--- src/rtl/l2_mem_arbiter.sv ---
// Arbiter sharing one 128-bit line memory port between the I-side and D-side L2 caches.
// It serialises line transfers, keeps a writeback/refill pair atomic and counts grants per port.
module l2_mem_arbiter #(
  parameter bit FIXED_PRI = 1'b0,
  parameter int CNTW      = 16
) (
  input  logic            clk,
  input  logic            proc_reset,
  input  logic            i_read,
  input  logic            i_write,
  input  logic [27:0]     i_addr,
  input  logic [127:0]    i_wdata,
  output logic [127:0]    i_rdata,
  output logic            i_ready,
  input  logic            d_read,
  input  logic            d_write,
  input  logic [27:0]     d_addr,
  input  logic [127:0]    d_wdata,
  output logic [127:0]    d_rdata,
  output logic            d_ready,
  output logic            mem_read,
  output logic            mem_write,
  output logic [27:0]     mem_addr,
  output logic [127:0]    mem_wdata,
  input  logic [127:0]    mem_rdata,
  input  logic            mem_ready,
  output logic [CNTW-1:0] i_grant_cnt,
  output logic [CNTW-1:0] d_grant_cnt
);

  typedef enum logic [1:0] {IDLE, GNT_I, GNT_D} state_t;

  state_t state;
  logic   rr_d;      // round-robin pointer: 0 = I next, 1 = D next
  logic   lock_vld;
  logic   lock_d;    // locked port: 0 = I, 1 = D

  logic req_i, req_d, lock_hit;

  assign req_i = i_read ^ i_write;
  assign req_d = d_read ^ d_write;

  // The locked port keeps the memory only for the refill read that follows its writeback.
  assign lock_hit = lock_vld && (lock_d ? (d_read && !d_write) : (i_read && !i_write));

  // NOTE: all state lives in one clocked block with non-blocking assignments, so every
  // register samples the pre-edge values and the update order inside the block is irrelevant.
  always_ff @(posedge clk or posedge proc_reset) begin
    if (proc_reset) begin
      state       <= IDLE;
      rr_d        <= 1'b0;
      lock_vld    <= 1'b0;
      lock_d      <= 1'b0;
      i_grant_cnt <= '0;
      d_grant_cnt <= '0;
    end else begin
      case (state)
        IDLE: begin
          lock_vld <= 1'b0;
          if (lock_hit) begin
            state <= lock_d ? GNT_D : GNT_I;
          end else if (req_i && req_d) begin
            state <= (FIXED_PRI || rr_d) ? GNT_D : GNT_I;
          end else if (req_i) begin
            state <= GNT_I;
          end else if (req_d) begin
            state <= GNT_D;
          end
        end
        GNT_I: begin
          if (mem_ready) begin
            state       <= IDLE;
            i_grant_cnt <= i_grant_cnt + CNTW'(1);
            rr_d        <= 1'b1;
            if (i_write) begin
              lock_vld <= 1'b1;
              lock_d   <= 1'b0;
            end
          end else if (!req_i) begin
            state <= IDLE;
          end
        end
        GNT_D: begin
          if (mem_ready) begin
            state       <= IDLE;
            d_grant_cnt <= d_grant_cnt + CNTW'(1);
            rr_d        <= 1'b0;
            if (d_write) begin
              lock_vld <= 1'b1;
              lock_d   <= 1'b1;
            end
          end else if (!req_d) begin
            state <= IDLE;
          end
        end
        default: state <= IDLE;
      endcase
    end
  end

  // NOTE: every output gets a default before the case, so no path leaves one unassigned
  // and no latch is inferred.
  always_comb begin
    mem_read  = 1'b0;
    mem_write = 1'b0;
    mem_addr  = '0;
    mem_wdata = '0;
    i_rdata   = '0;
    i_ready   = 1'b0;
    d_rdata   = '0;
    d_ready   = 1'b0;
    case (state)
      GNT_I: begin
        mem_read  = i_read;
        mem_write = i_write;
        mem_addr  = i_addr;
        mem_wdata = i_wdata;
        i_rdata   = mem_rdata;
        i_ready   = mem_ready;
      end
      GNT_D: begin
        mem_read  = d_read;
        mem_write = d_write;
        mem_addr  = d_addr;
        mem_wdata = d_wdata;
        d_rdata   = mem_rdata;
        d_ready   = mem_ready;
      end
      default: ;
    endcase
  end

endmodule
--- config.mk ---
export PLATFORM = sky130hd
export DESIGN_NAME = l2_mem_arbiter
export DESIGN_NICKNAME = d
export VERILOG_FILES = /design/src/rtl/l2_mem_arbiter.sv
export SDC_FILE = /design/constraint.sdc
export NUM_CORES = 1
export LEC_CHECK = 0
export CAP_MARGIN = 20
export CORE_AREA = 2 2 349 351
export DETAILED_ROUTE_END_ITERATION = 12
export DIE_AREA = 0 0 351 353
export GPL_TIMING_DRIVEN = 0
export HOLD_SLACK_MARGIN = 0.1
export PLACE_DENSITY_LB_ADDON = 0.15
export SYNTH_ARGS = -nofsm -noshare
export SYNTH_HDL_FRONTEND = slang
export SYNTH_SLANG_ARGS = --single-unit
--- constraint.sdc ---
create_clock -name clk -period 3.18 [get_ports clk]
set_input_delay 0.636 -clock clk [delete_from_list [all_inputs] [get_ports clk]]
set_output_delay 0.636 -clock clk [all_outputs]
set_load 0.02 [all_outputs]
=== Yosys cells after proc, flatten, opt, wreduce, memory -nomap -nowiden ===
Index checks and enable logic that the tools add are counted.

* $mul: 0
* Bitwise operators: 2
* Reductions and logical operators: 15
* Order comparisons: 0
* Divide/modulo/power cells: 0
* Equality and inequality tests: 9
* Mux-type cells: 31
* Shifts and indexed selects: 0
* Add/sub/neg operators: 2

{| class="wikitable"
|+ Operators with widths
! cell !! number
|-
| 128-bit two-way mux || 2
|-
| 128-bit case mux with 2 select lines || 1
|-
| 28-bit case mux with 2 select lines || 1
|-
| 16-bit by 1-bit adder with 16-bit output, second input constant || 2
|-
| 2-bit two-way mux || 10
|-
| 1-bit two-way mux || 11
|-
| 5-bit AND reduction || 2
|-
| 2-bit inequality test, second input constant || 4
|-
| 1-bit case mux with 2 select lines || 4
|-
| 3-bit inequality test, second input constant || 2
|-
| 2-bit case mux with 3 select lines || 1
|-
| 3-bit AND reduction || 2
|-
| 5-bit inequality test, second input constant || 1
|-
| 1-bit logical AND || 4
|-
| 2-bit AND reduction || 2
|-
| 1-bit case mux with 3 select lines || 1
|-
| 3-bit nonzero test || 1
|-
| 2-bit by 1-bit equality test with 1-bit output, second input constant || 1
|-
| 2-bit equality test, second input constant || 1
|-
| 1-bit zero test || 2
|-
| 2-bit zero test || 1
|-
| 2-bit nonzero test || 1
|-
| 1-bit XOR || 2
|}

* Bits of input ports: 447
* Bits in registers: 37
* Memories: 0
* RAM bits: 0
* Bits in latches: 0
* Bits in read-only memories: 0
* Output and inout bits: 448

=== Longest topological paths before layout ===
* Depth after elaboration: 6
* Depth in mapped cells: 7
* Mapped depth without buffers: 6

=== Worst setup path before layout ===
OpenSTA, ideal clock, no wires.

* Path kind: register -> output
* Start point: register state[1]
* End point: output mem_addr[0]
* Stages on the path, launching flop included: 7
* Slack: 0.851 ns
* Arrival: 1.693 ns
* Required time: 2.544 ns
* Path through: dfrtp_1 -> inv_1 -> ha_1 -> buf_2 -> buf_1 -> clkbuf_1 -> nor2b_1

* Longest elaborated chain between the ends: 2

{| class="wikitable"
|+ Ends and longest elaborated chain
! element !! line !! source
|-
| start: declaration || 33 || <nowiki>state_t state;</nowiki>
|-
| start signal: assignment || 61 || <nowiki>state <= lock_d ? GNT_D : GNT_I;</nowiki>
|-
| start signal: assignment || 63 || <nowiki>state <= (FIXED_PRI || rr_d) ? GNT_D : GNT_I;</nowiki>
|-
| 2-bit equality test or 2-bit by 1-bit equality test with 1-bit output (tied branches) || 112 || <nowiki>case (state)</nowiki>
|-
| 28-bit case mux with 2 select lines * || 112 ||
|-
| end: declaration || 23 || <nowiki>output logic [27:0] mem_addr,</nowiki>
|}

Mark *: on every way between the ends. The rest lies on a longest branch, timed or not.

=== Final worst setup path ===
* Start point: register state[1]
* End point: output mem_wdata[1]

* Longest elaborated chain between the ends: 2

{| class="wikitable"
|+ Ends and longest elaborated chain
! element !! line !! source
|-
| 2-bit equality test or 2-bit by 1-bit equality test with 1-bit output (tied branches) || 112 ||
|-
| 128-bit case mux with 2 select lines * || 112 ||
|-
| end: declaration || 24 || <nowiki>output logic [127:0] mem_wdata,</nowiki>
|}

Marks and branches as above.

==> reports/metrics.sh <==
PLACE.PORT_BUFFERS=894
TIMING.HOLD.WORST_ENDPOINT='d_grant_cnt[15]$_DFFE_PP0P_'
HORIZ_DIE_DIM_UM=351
NUMBER_OF_ENABLE_FLIP_FLOP_CELLS_AFTER_SYNTHESIS=0
VIA_COUNT_OF_THE_FIRST_GLOBAL_ROUTING_PASS=10700
GROUTE.LAYER.MET2.USAGE=0.218
MAPPEDNETLISTNETS=1274
YS_TYPES=34
FINISH.NET_COUNT=2180
GLOBALROUTE.TOTALOVERFLOW=0
REMAINING_DRC_ERRORS=0
FF_LATCH_COUNT_SYNTH=37
SYN-CELL-AREA_UM2=5950
POWER.STATIC_LEAKAGE_nW=7.57
MAX_FREQ_MHz=324
CRIT_PATH_TOP_DELAY_CELL='sky130_fd_sc_hd__a22oi_2'
DETAIL_ROUTE.VIAS_PER_CELL=3.01
NUMBER_OF_CTS_INSERTED_BUFFERS=5
ROUTED_WIRELENGTH_MM=81.4
RR_ENDPOINT='d_grant_cnt[12]$_DFFE_PP0P_'
CLK_TRANSITION_REPORTED_PATHS_PS=60
POSTSYNTH.ASYNCRESETSHARE=1.00
GLOBALPLACE.CONGESTION=0.910
CTS_HOLD_BUFFERS=0
FINAL_COMMON_CELL='sky130_fd_sc_hd__clkdlybuf4s50_1'
AVGSYNTHCELLAREA_UM2=7.26
OUTCOME='completed'
GR-USAGE-MET1=0.142
CHIPHEIGHT_UM=353
ANTENNA_FOUND_INITIAL=35
TOTALPOWERFINAL_mW=11.0
INITIAL_CORE_UTIL=0.0493
PIN_COUNT=895
CTS_TREE='built'
WL_PER_CELL_UM=24.2
REG2REG_FROM='state[0]$_DFFE_PP0P_'
ROUTED-VIA-COUNT=10100
FINAL.SETUP_SKEW_PS=9.76
GLOBAL_ROUTE_LAYER_WITH_THE_GREATEST_USAGE='met2'
LAYOUT_MIN_CYCLE_TIME_PS=3080
TIMING.CRITICAL_PATH.CELLS='inv_1 -> ha_4 -> buf_12 -> clkbuf_8 -> buf_8 -> a22oi_2 -> nor2b_1 -> buf_2'
SYNTH_CELLS=819
HIGHEST_COUNT_CELLS_IN_THE_LAYOUT_IGNORING_FILL_AND_TAPS='sky130_fd_sc_hd__clkdlybuf4s50_1 (595), sky130_fd_sc_hd__and2_1 (259), sky130_fd_sc_hd__dlygate4sd2_1 (226), sky130_fd_sc_hd__nor2b_1 (154), sky130_fd_sc_hd__a22oi_1 (151)'
DIEAREA_UM2=124000
FINAL_LAYOUT_SIZE_SUFFIX_GT1_FRAC=0.0863
WORSTSETUPPATHTYPE='reg2out'
CLOCK_SINKS=37
COREAREA_UM2=121000
VDD.IR_DROP.WORST_mV=0.216
SETUP_REPAIR_AFTER_GLOBAL_ROUTING_MISSED_ITS_MARGIN='yes'
CRITPATHMAXFANOUT=9
WORST_SKEW_PAIR.LATE_LATENCY_PS=290
CTS_ROOT_BUF='sky130_fd_sc_hd__clkbuf_16'
GRT_MAX_DEGREE=38
MIN_FROM='d_grant_cnt[15]$_DFFE_PP0P_'
REQUIRED_PS=2540
WORST-ENDPOINT-ARRIVAL_PS=2450
MAX_CAP_VIOLATIONS=0
TIMING.FINAL.SETUP_VIOLATIONS=0
DETAIL_ROUTE.FIRST_PASS.ITERATIONS=5
FIRST_PASS_GRT_WIRE_LENGTH_MM=104
SYNTH_SEQUENTIAL_AREA_RATIO=0.156
FILLERINSTANCES=13900
FINALMAXSLEWVIOLATIONS=0
TIMING.HOLD.WORST.CLASS='reg2reg'
FINISH.INSTANCE_AREA_UM2=17300
CP_SLOWEST_STAGE_DELAY_PS=540
CRITICAL_PATH.STARTPOINT_TYPE='flop'
DPL-INSTANCE-AREA_UM2=17000
DP_HPWL_MM=73.8
YS.FLOP_TYPE='sky130_fd_sc_hd__dfrtp_1'
FIRST_ITER_VIOLATIONS=495
HOLD_DEPTH=1
YOSYS_WARNINGS=0
FINAL_HOLD_VIOL_COUNT=0
SETUP.WORST_PATH.END_CLASS='output port'
FF2FF_PATH_DEPTH=7
POWERDENSITY_nW_PER_UM2=637
SETUP.REG_TO_REG.WORST_SLACK_PS=1220
GRT.TOTAL_USAGE=0.124
GROUTE.LAYER.MET3.USAGE=0.0518
PLACEMENTROWS=128
DETAIL-ROUTE-ANTENNA-NETS=0
LAYOUT_WORST_PATH_CYCLE_SHARE=0.970
TIMING_WORST_SLEW_PIN_VALUE_PS=870
LAYOUT-AREA-OVERHEAD-VS-SYNTH_PCT=191
CTSLONGESTPATHBUFFERS=2
CTSHTREEMAXLEVEL=2
TIMING.SLEW.HEADROOM=0.419
[worst max-delay path by stage]
stage / start / endpoint / slack [ps] / cells past startpoint
2_1_floorplan: state[1]$_DFFE_PP0P_ / mem_addr[0] / 850 / 6
4_1_cts: state[0]$_DFFE_PP0P_ / mem_wdata[22] / -130 / 7
6_report: state[1]$_DFFE_PP0P_ / mem_wdata[1] / 100 / 8
3_3_place_gp: state[1]$_DFFE_PP0P_ / mem_wdata[2] / -1810 / 7
5_1_grt: state[1]$_DFFE_PP0P_ / mem_wdata[1] / -50 / 8
3_5_place_dp: state[1]$_DFFE_PP0P_ / mem_wdata[1] / -1070 / 8
[worst max-delay path: cells and delay by family, from the launching register on]
kind	cells	cell delay [ps]
AOI/OAI and AO/OA	1	540
and+or+nand+nor	1	120
adders and majority gates	1	210
buffers and inverters	5	820
DFF	1	430
[cells by family (layout without fill, tap and decap cells)]
| kind of cell | count (synthesis) | count (layout) | synth area share |
|---|---|---|---|
| XOR/XNOR | 30 | 30 | 0.0442 |
| buffers and inverters | 94 | 1001 | 0.0661 |
| adder cells (fa/ha/maj) | 8 | 8 | 0.0168 |
| other | 0 | 11 | 0 |
| multiplexers | 4 | 4 | 0.00758 |
| AO/OA/AOI/OAI | 170 | 170 | 0.214 |
| flip-flops | 37 | 37 | 0.156 |
| AND/OR/NAND/NOR | 476 | 476 | 0.496 |
[area by class of cell]
class,instances,area (um^2),share of cell area
flip-flops and latches,37,926,0.0534
repair buffers,899,8750,0.505
diodes,11,27.5,0.00159
multi-input cells,688,4700,0.271
well taps,1625,2030,0.117
clock inverters,2,37.5,0.00217
clock buffers,6,139,0.00801
plain buffers,85,684,0.0395
inverters,9,33.8,0.00195
[report_power, final]
group          switching [mW]  total [mW]  internal (mW)
Clock                   0.207       0.599          0.392
Combinational            5.74        9.77           4.03
Sequential              0.115       0.674          0.559
[registers in the layout, indices dropped and copies added, names as in the netlist]
name         count
state            2
i_grant_cnt     16
lock_d           1
rr_d             1
d_grant_cnt     16
lock_vld         1
[timing repair]
action	CTS	global route
pin swaps	1	0
buffers inserted	2	0
endpoints found under the setup margin	415	136
gates resized for setup	481	79
[synth_stat cells (all sizes together), types with 2 or more instances]
cell type,number,share of area
a21oi,4,0.0034
a22oi,158,0.20
and2,259,0.27
and3,2,0.0021
buf,30,0.026
clkbuf,55,0.035
dfrtp,37,0.16
ha,8,0.017
inv,9,0.0057
mux2,4,0.0076
nand2,18,0.011
nand2b,3,0.0032
nand3,13,0.013
nand4,8,0.011
nor2,8,0.0051
nor2b,159,0.17
nor3,2,0.0017
nor4,3,0.0078
xnor2,21,0.031
xor2,9,0.013
[stage by stage]
step                 util  hold slack, ps  TNS [ps]  instances  worst slack [ps]
floorplan               -             458         0        819               851
CTS                 0.143             491     -1210       3351              -130
detailed placement  0.141             477   -224840       3341             -1070
finish              0.144             482         0       3362              96.1
global route        0.144             501      -155       3353             -48.9
global placement    0.140             464   -252680       3338             -1810
[metal layers]
metal,vias to the layer above,part of all wire
met3,79,0.11
li1,4603,-
met4,12,0.013
met5,-,0.00085
met2,580,0.48
met1,4852,0.39
Note: power is estimated with default switching activity, not from simulation.
